**src/rtl/cbus_arbiter_n.sv**
```systemverilog
// N-port arbiter for the burst cache bus. One upstream master at a time is
// connected straight through to the single downstream port. A grant is held
// for the whole burst. It is released when the last beat completes or when
// the granted master withdraws its request.

package cbus_pkg;

    // Burst length encoding: number of beats minus one.
    localparam logic [7:0] MLEN1  = 8'd0;
    localparam logic [7:0] MLEN2  = 8'd1;
    localparam logic [7:0] MLEN4  = 8'd3;
    localparam logic [7:0] MLEN8  = 8'd7;
    localparam logic [7:0] MLEN16 = 8'd15;

    localparam logic [1:0] BURST_FIXED = 2'b00;
    localparam logic [1:0] BURST_INCR  = 2'b01;

    // 151 bits
    typedef struct packed {
        logic        valid;
        logic        is_write;
        logic [2:0]  size;
        logic [63:0] addr;
        logic [7:0]  strobe;
        logic [63:0] data;
        logic [7:0]  len;
        logic [1:0]  burst;
    } cbus_req_t;

    // 66 bits
    typedef struct packed {
        logic        ready;
        logic        last;
        logic [63:0] data;
    } cbus_resp_t;

endpackage

// State table
//   state | meaning
//   IDLE  | no grant held, downstream idle, arbitrate among valid requests
//   GRANT | grant_idx owns the downstream port until last beat or withdrawal
module cbus_arbiter_n
    import cbus_pkg::*;
#(
    parameter int NUM_PORTS = 2,
    parameter int IDX_W     = $clog2(NUM_PORTS),
    parameter bit RR_MODE   = 1'b1
) (
    input  logic                 clk,
    input  logic                 reset,
    input  cbus_req_t            ireqs  [NUM_PORTS],
    output cbus_resp_t           iresps [NUM_PORTS],
    output cbus_req_t            oreq,
    input  cbus_resp_t           oresp,
    output logic                 busy,
    output logic [IDX_W-1:0]     grant_idx,
    output logic [7:0]           beat_cnt
);

    typedef enum logic {
        IDLE  = 1'b0,
        GRANT = 1'b1
    } state_t;

    state_t           state, state_d;
    logic [IDX_W-1:0] grant_d;
    logic [7:0]       beat_d;
    logic [IDX_W-1:0] last_idx, last_d;
    logic [IDX_W-1:0] winner;
    logic             any_valid;
    int               cand;

    // Registered state; last_idx resets to the top port so port 0 wins first.
    always_ff @(posedge clk) begin
        if (reset) begin
            state     <= IDLE;
            grant_idx <= '0;
            beat_cnt  <= '0;
            last_idx  <= IDX_W'(NUM_PORTS - 1);
        end else begin
            state     <= state_d;
            grant_idx <= grant_d;
            beat_cnt  <= beat_d;
            last_idx  <= last_d;
        end
    end

    // Winner selection: round-robin from the port after last_idx with a
    // modulo wrap (correct for non-power-of-2 port counts), or lowest index.
    always_comb begin
        winner    = '0;
        any_valid = 1'b0;
        cand      = 0;
        if (RR_MODE) begin
            for (int k = 1; k <= NUM_PORTS; k++) begin
                cand = (int'(last_idx) + k) % NUM_PORTS;
                if (!any_valid && ireqs[IDX_W'(cand)].valid) begin
                    any_valid = 1'b1;
                    winner    = IDX_W'(cand);
                end
            end
        end else begin
            for (int i = NUM_PORTS - 1; i >= 0; i--) begin
                if (ireqs[i].valid) begin
                    any_valid = 1'b1;
                    winner    = IDX_W'(i);
                end
            end
        end
    end

    // Next-state: grant on any request; release on last beat or withdrawal.
    // A completing beat takes precedence over a same-cycle valid drop.
    always_comb begin
        state_d = state;
        grant_d = grant_idx;
        beat_d  = beat_cnt;
        last_d  = last_idx;
        case (state)
            IDLE: begin
                if (any_valid) begin
                    state_d = GRANT;
                    grant_d = winner;
                    beat_d  = '0;
                end
            end
            GRANT: begin
                if (oresp.ready && oresp.last) begin
                    state_d = IDLE;
                    last_d  = grant_idx;
                    beat_d  = '0;
                end else if (!ireqs[grant_idx].valid) begin
                    state_d = IDLE;
                    last_d  = grant_idx;
                    beat_d  = '0;
                end else if (oresp.ready && (beat_cnt != 8'hff)) begin
                    beat_d = beat_cnt + 8'd1;
                end
            end
            default: begin
                state_d = IDLE;
            end
        endcase
    end

    // Datapath: straight pass-through for the granted port only; everything
    // else is held at zero so no other master ever sees ready. Forced quiet
    // while reset is asserted, since the state register has not cleared yet.
    always_comb begin
        oreq = '0;
        for (int j = 0; j < NUM_PORTS; j++) begin
            iresps[j] = '0;
        end
        if (!reset && (state == GRANT)) begin
            oreq              = ireqs[grant_idx];
            iresps[grant_idx] = oresp;
        end
    end

    assign busy = (state == GRANT);

endmodule

```
**config.mk**
```make
export PLATFORM = sky130hd
export DESIGN_NAME = cbus_arbiter_n
export DESIGN_NICKNAME = d
export VERILOG_FILES = /design/src/rtl/cbus_arbiter_n.sv
export SDC_FILE = /design/constraint.sdc
export NUM_CORES = 1
export LEC_CHECK = 0
export ABC_AREA = 1
export BUFFER_PORTS_ARGS = -buffer_cell sky130_fd_sc_hd__buf_2
export CAP_MARGIN = 25
export CELL_PAD_IN_SITES_DETAIL_PLACEMENT = 1
export CELL_PAD_IN_SITES_GLOBAL_PLACEMENT = 1
export CORE_AREA = 2 2 256 258
export DETAILED_ROUTE_END_ITERATION = 16
export DIE_AREA = 0 0 258 260
export PLACE_DENSITY_LB_ADDON = 0.12
export SLEW_MARGIN = 20
export SYNTH_ARGS = -nofsm -noshare
export SYNTH_HDL_FRONTEND = slang
export SYNTH_SLANG_ARGS = --single-unit
```
**constraint.sdc**
```tcl
create_clock -name clk -period 1.57 [get_ports clk]
set_input_delay 0.314 -clock clk [delete_from_list [all_inputs] [get_ports clk]]
set_output_delay 0.314 -clock clk [all_outputs]
set_load 0.02 [all_outputs]
```
# ---- Word-level counts from Yosys, hierarchy flattened
# Index checks and enable logic that the tools add are counted.
dict set report totals {
  register_bits 11
  in_bits 370
  out_inout_bits 293
}
dict set report op_classes {
  n_addsub 3
  n_lt_le_gt_ge 4
  n_eq_ne 4
  n_mux 26
  bitwise 5
  n_reduce_logical 10
}
# op n
set ops {}
lappend ops {{151-bit 2-to-1 mux} 8}
lappend ops {{132-bit AND} 1}
lappend ops {{132-bit 2-to-1 mux} 1}
lappend ops {{66-bit demux with 1-bit select} 1}
lappend ops {{66-bit 2-to-1 mux} 1}
lappend ops {{8-bit 2-to-1 mux} 4}
lappend ops {{8-bit case mux with 2 select lines} 1}
lappend ops {{1-bit 2-to-1 mux} 9}
lappend ops {{8-bit by 1-bit adder with 8-bit output, second input constant} 1}
lappend ops {{8-bit != test, second input constant} 1}
lappend ops {{2-bit AND reduction} 3}
lappend ops {{1-bit logical AND} 5}
lappend ops {{1-bit by 2-bit greater-or-equal comparator with 1-bit output, second input constant} 2}
lappend ops {{2-bit != test, second input constant} 2}
lappend ops {{4-bit by 3-bit != test with 1-bit output, second input constant} 1}
lappend ops {{1-bit NOT} 3}
lappend ops {{1-bit adder, second input constant} 2}
lappend ops {{2-bit greater-or-equal comparator, second input constant} 1}
lappend ops {{1-bit zero test} 2}
lappend ops {{2-bit by 1-bit less-than comparator with 1-bit output, second input constant} 1}
lappend ops {{1-bit NOT with 2-bit output} 1}
lappend ops {{1-bit case mux with 2 select lines} 1}

# ---- Depth between registers and ports, before layout
dict set report logic_depth {
  depth_word 11
  mapped_depth 11
  ltp_nobuf 10
}

# ---- Worst setup path before layout
# No wires, ideal clock.
dict set report synth_timing {
  path_kind {register to output}
  from {register state, in the netlist busy}
  to {output port oreq[100] (netlist bit)}
  arrival_time_ns 1.569
  setup_slack_ns -0.313
  path_stages_with_launch 7
  path_cell_list {dfxtp_1 > inv_1 > nor2_1 > inv_2 > buf_2 > buf_2 > a21oi_1}
}
# element line_no
set synth_rtl {}
lappend synth_rtl {{start: declaration} 66} ;# state_t state, state_d;
lappend synth_rtl {{start signal: assignment} 82} ;# state <= state_d;
lappend synth_rtl {{end: declaration} 54} ;# output cbus_req_t oreq,

==> metrics list <==
* Arrival time of data at the critical path endpoint: between 1.5 and 2 ns
* Capture instance of the worst register-to-register path: beat_cnt[7]$_SDFFE_PP0P_
- Detailed Routing Iterations Pass 1: 4
- Post-synthesis sequential element count: 11
- Maximum buffer depth of the clock tree: 2
* Commonest non-fill, non-tap cells in the layout: 456 x sky130_fd_sc_hd__buf_2, 271 x sky130_fd_sc_hd__nand2_1, 166 x sky130_fd_sc_hd__buf_6
* Total routing resource utilization after global routing: a little under an eighth
* Number of placement rows: between 90 and 100
- For the final routed database, the setup TNS stands at -59.37 ns.
- Based on the critical path, the design can be clocked at up to 543.8 MHz.
- Setup violations remaining at the end of the flow were counted as 292.
- Post-route design area: 12740 um2
- Clk slew on worst S/H paths: 0.04 ns
* Cell leakage power: 6.146 nW
* Top-Level Pins: 663
* Post-place instance area: 9577 um2
- Number of violations reported at the end of detailed-routing iteration 0: 164
- Dominant synthesized flop cell: sky130_fd_sc_hd__dfxtp_1
* Worst setup path endpoint: oreq[27]
- Final min period: around 1.8 ns
* Crit path setup slack, layout: -0.2689 ns
* Slew headroom: 81.30%
* Cells after synthesis: 831
- Worst min-delay path class: in2reg
* Placed cells: ~2300
* Startpoint of the worst setup timing path: grant_idx$_SDFFE_PP0P_
- Final wirelength: 44.11 mm
* Placeable core area: 64120 um2
- Via count: 8041
* Category of the critical setup timing path: reg2out
- Excluding fillers, the count of instances in the completed layout stands at 2406.
- Number of hold violations in the final report: 0
* Yosys warns: 0
* Clock insertion delay at the later pin of the skew report: 0.24 ns
- Syn avg cell area: ~4.3 um2
- Entering global routing, the biggest net connects 39 pins.
* Overflow left after global routing: 0
* Die Area: 67080 um2
* Max FO, Critical Path: 8
- Setup repair after global routing could not meet its margin everywhere.
- Setup skew after layout: around 0.0018 ns
- The final critical path takes up 117.1% of the cycle.
- In this run, synthesis inferred 0 flip-flops with an integrated enable.
- Clock net sink count: 11
- In this run the power density over the cells is 336.5 nW/um2.
- Number of clock buffers inserted by TritonCTS: 3
* Initial antenna violation count: 12
- Routability cong.: 0.8231
- Global-route wire length before repair: approximately 58 mm
- Half-perimeter wire length after detailed placement: 33.02 mm
- Synthesis-to-finish area growth: 253.0%
* Register-to-register setup slack: -0.10 ns
* Total DRC errors in the routed layout: 0
* Maximum level of the CTS H-tree: 1
- Across the run, the number of max-cap violations was 0.
- The post-route netlist has 72.28% of its cells at a drive strength greater than 1.
* Crit path launch type: flip-flop
- Number of nets with antenna violations after detailed routing: 0
- Using the TritonRoute via totals, the vias-per-cell ratio works out to 3.342.
* Critical path endpoint category: primary output
- Fraction of synthesis flops using an asynchronous set or reset pin: 0%
- Summing the sequential cell areas from Yosys gives 6.103% of the chip area.
* Number of global-route vias before repair: 8479
- Synthesis produced a netlist with a net count of 1202.
* Unique cell type count in the Yosys netlist: 24
- After layout, the design draws a total of ~0.0043 W.
- Leaving out fill and tap cells, the most frequent cell in the layout is sky130_fd_sc_hd__buf_2.
- Worst ir drop on vdd: approximately 0.00024 V
- Die Width: 258 um
- Start of the worst register-to-register path: grant_idx$_SDFFE_PP0P_
- After synthesis the cells add up to 3608 um2.
* Violations in the final reports: setup timing
- Number of nets in the final layout: 1916
- Buffer type at the clock tree root: sky130_fd_sc_hd__clkbuf_16
* Core Util, Final: 19.87%
- Transition time at the pin with the least slew margin: between 0.2 and 0.3 ns
- Die height: 260 um
- TritonCTS built the clock tree.
* Required arrival time at the worst endpoint: 1.26 ns
- Port buffering added 662 buffers.
- For this configuration, the core starts out at a cell density of 5.628%.
* Routed length per instance: 18.33 um
* Number of pins exceeding their max-slew limit in the final report: 0
* Run status: finished with violations
* Length in cells of the worst reg-to-reg path: 11
worst max-delay path, stage by stage (launching register included):
cell and delay [ns]:
sky130_fd_sc_hd__dfxtp_4 0.37, sky130_fd_sc_hd__buf_12 0.15, sky130_fd_sc_hd__clkinv_16 0.09, sky130_fd_sc_hd__buf_16 0.15
sky130_fd_sc_hd__clkbuf_16 0.17, sky130_fd_sc_hd__nand2_2 0.05, sky130_fd_sc_hd__a21oi_2 0.14, sky130_fd_sc_hd__buf_6 0.14
report_power, final:
group	switching, W	internal [W]	total (W)
clock	0.000140	0.000342	0.000483
sequential	0.0000132	0.000294	0.000307
combinational	0.00191	0.00159	0.00350
total	0.00206	0.00222	0.00429
synthesized netlist by cell type (2+ instances only):
library cell / number / share of area, %
sky130_fd_sc_hd__dfxtp_1: 11 / 6.1
sky130_fd_sc_hd__inv_1: 83 / 8.6
sky130_fd_sc_hd__nand3_1: 14 / 1.9
sky130_fd_sc_hd__nor2_1: 149 / 15
sky130_fd_sc_hd__clkbuf_1: 40 / 4.2
sky130_fd_sc_hd__a21oi_1: 153 / 21
sky130_fd_sc_hd__buf_1: 2 / 0.21
sky130_fd_sc_hd__buf_2: 22 / 3.1
sky130_fd_sc_hd__nand2_1: 342 / 36
metrics by stage:
step	hold WS (ns)	setup WS (ns)
floorplan	0.3990	-0.1193
global placement	0.4342	-0.1917
detailed placement	0.4330	-0.1899
CTS	0.4109	-0.3084
global route	0.4290	-0.3314
finish	0.3979	-0.2689
flip-flops by register name, summed over array words and instances, names as in the netlist:
signal and cells:
beat_cnt 8, grant_idx 1, last_idx 1, busy 1
how the worst min path moves through the flow:
| stage | start | to | slack (ns) | cells after the start |
|---|---|---|---|---|
| global route | reset | grant_idx$_SDFFE_PP0P_ | 0.43 | 4 |
| finish | reset | grant_idx$_SDFFE_PP0P_ | 0.40 | 4 |
| detailed placement | last_idx$_SDFFE_PP1P_ | grant_idx$_SDFFE_PP0P_ | 0.43 | 1 |
| CTS | reset | grant_idx$_SDFFE_PP0P_ | 0.41 | 4 |
| global placement | last_idx$_SDFFE_PP1P_ | grant_idx$_SDFFE_PP0P_ | 0.43 | 1 |
| floorplan | last_idx$_SDFFE_PP1P_ | grant_idx$_SDFFE_PP0P_ | 0.40 | 1 |
what timing repair did:
action,CTS,global route
gates cloned,12,23
pin swaps,13,29
buffers inserted,16,2
hold buffers,0,0
gates resized for setup,288,325
setup endpoints to repair,292,292
per-layer routing:
metal	track usage (%)	wire [um]	share of wire, %
met3	2.495	2639	6.0
met5	0	60	0.14
met2	22.76	24400	55
met1	12.24	16420	37
met4	1.943	592	1.3
cell families after synthesis:
family / Yosys count / share of synthesized area, %
and+or+nand+nor: 512 / 55.03
DFF: 11 / 6.103
adders and majority gates: 1 / 0.3467
buffers and inverters: 152 / 16.96
AOI/OAI and AO/OA: 155 / 21.57
layout make-up:
cell class | instances | area [um2]
antenna | 7 | 17.52
clock buffer | 4 | 78.83
fill | 7779 | 51380
inverter | 86 | 361.6
multi-input combinational | 670 | 4586
sequential | 11 | 225.2
tap | 855 | 1070
timing repair buffer | 772 | 6389
timing repair inverter | 1 | 11.26
Power figures use the tool's default switching activity.
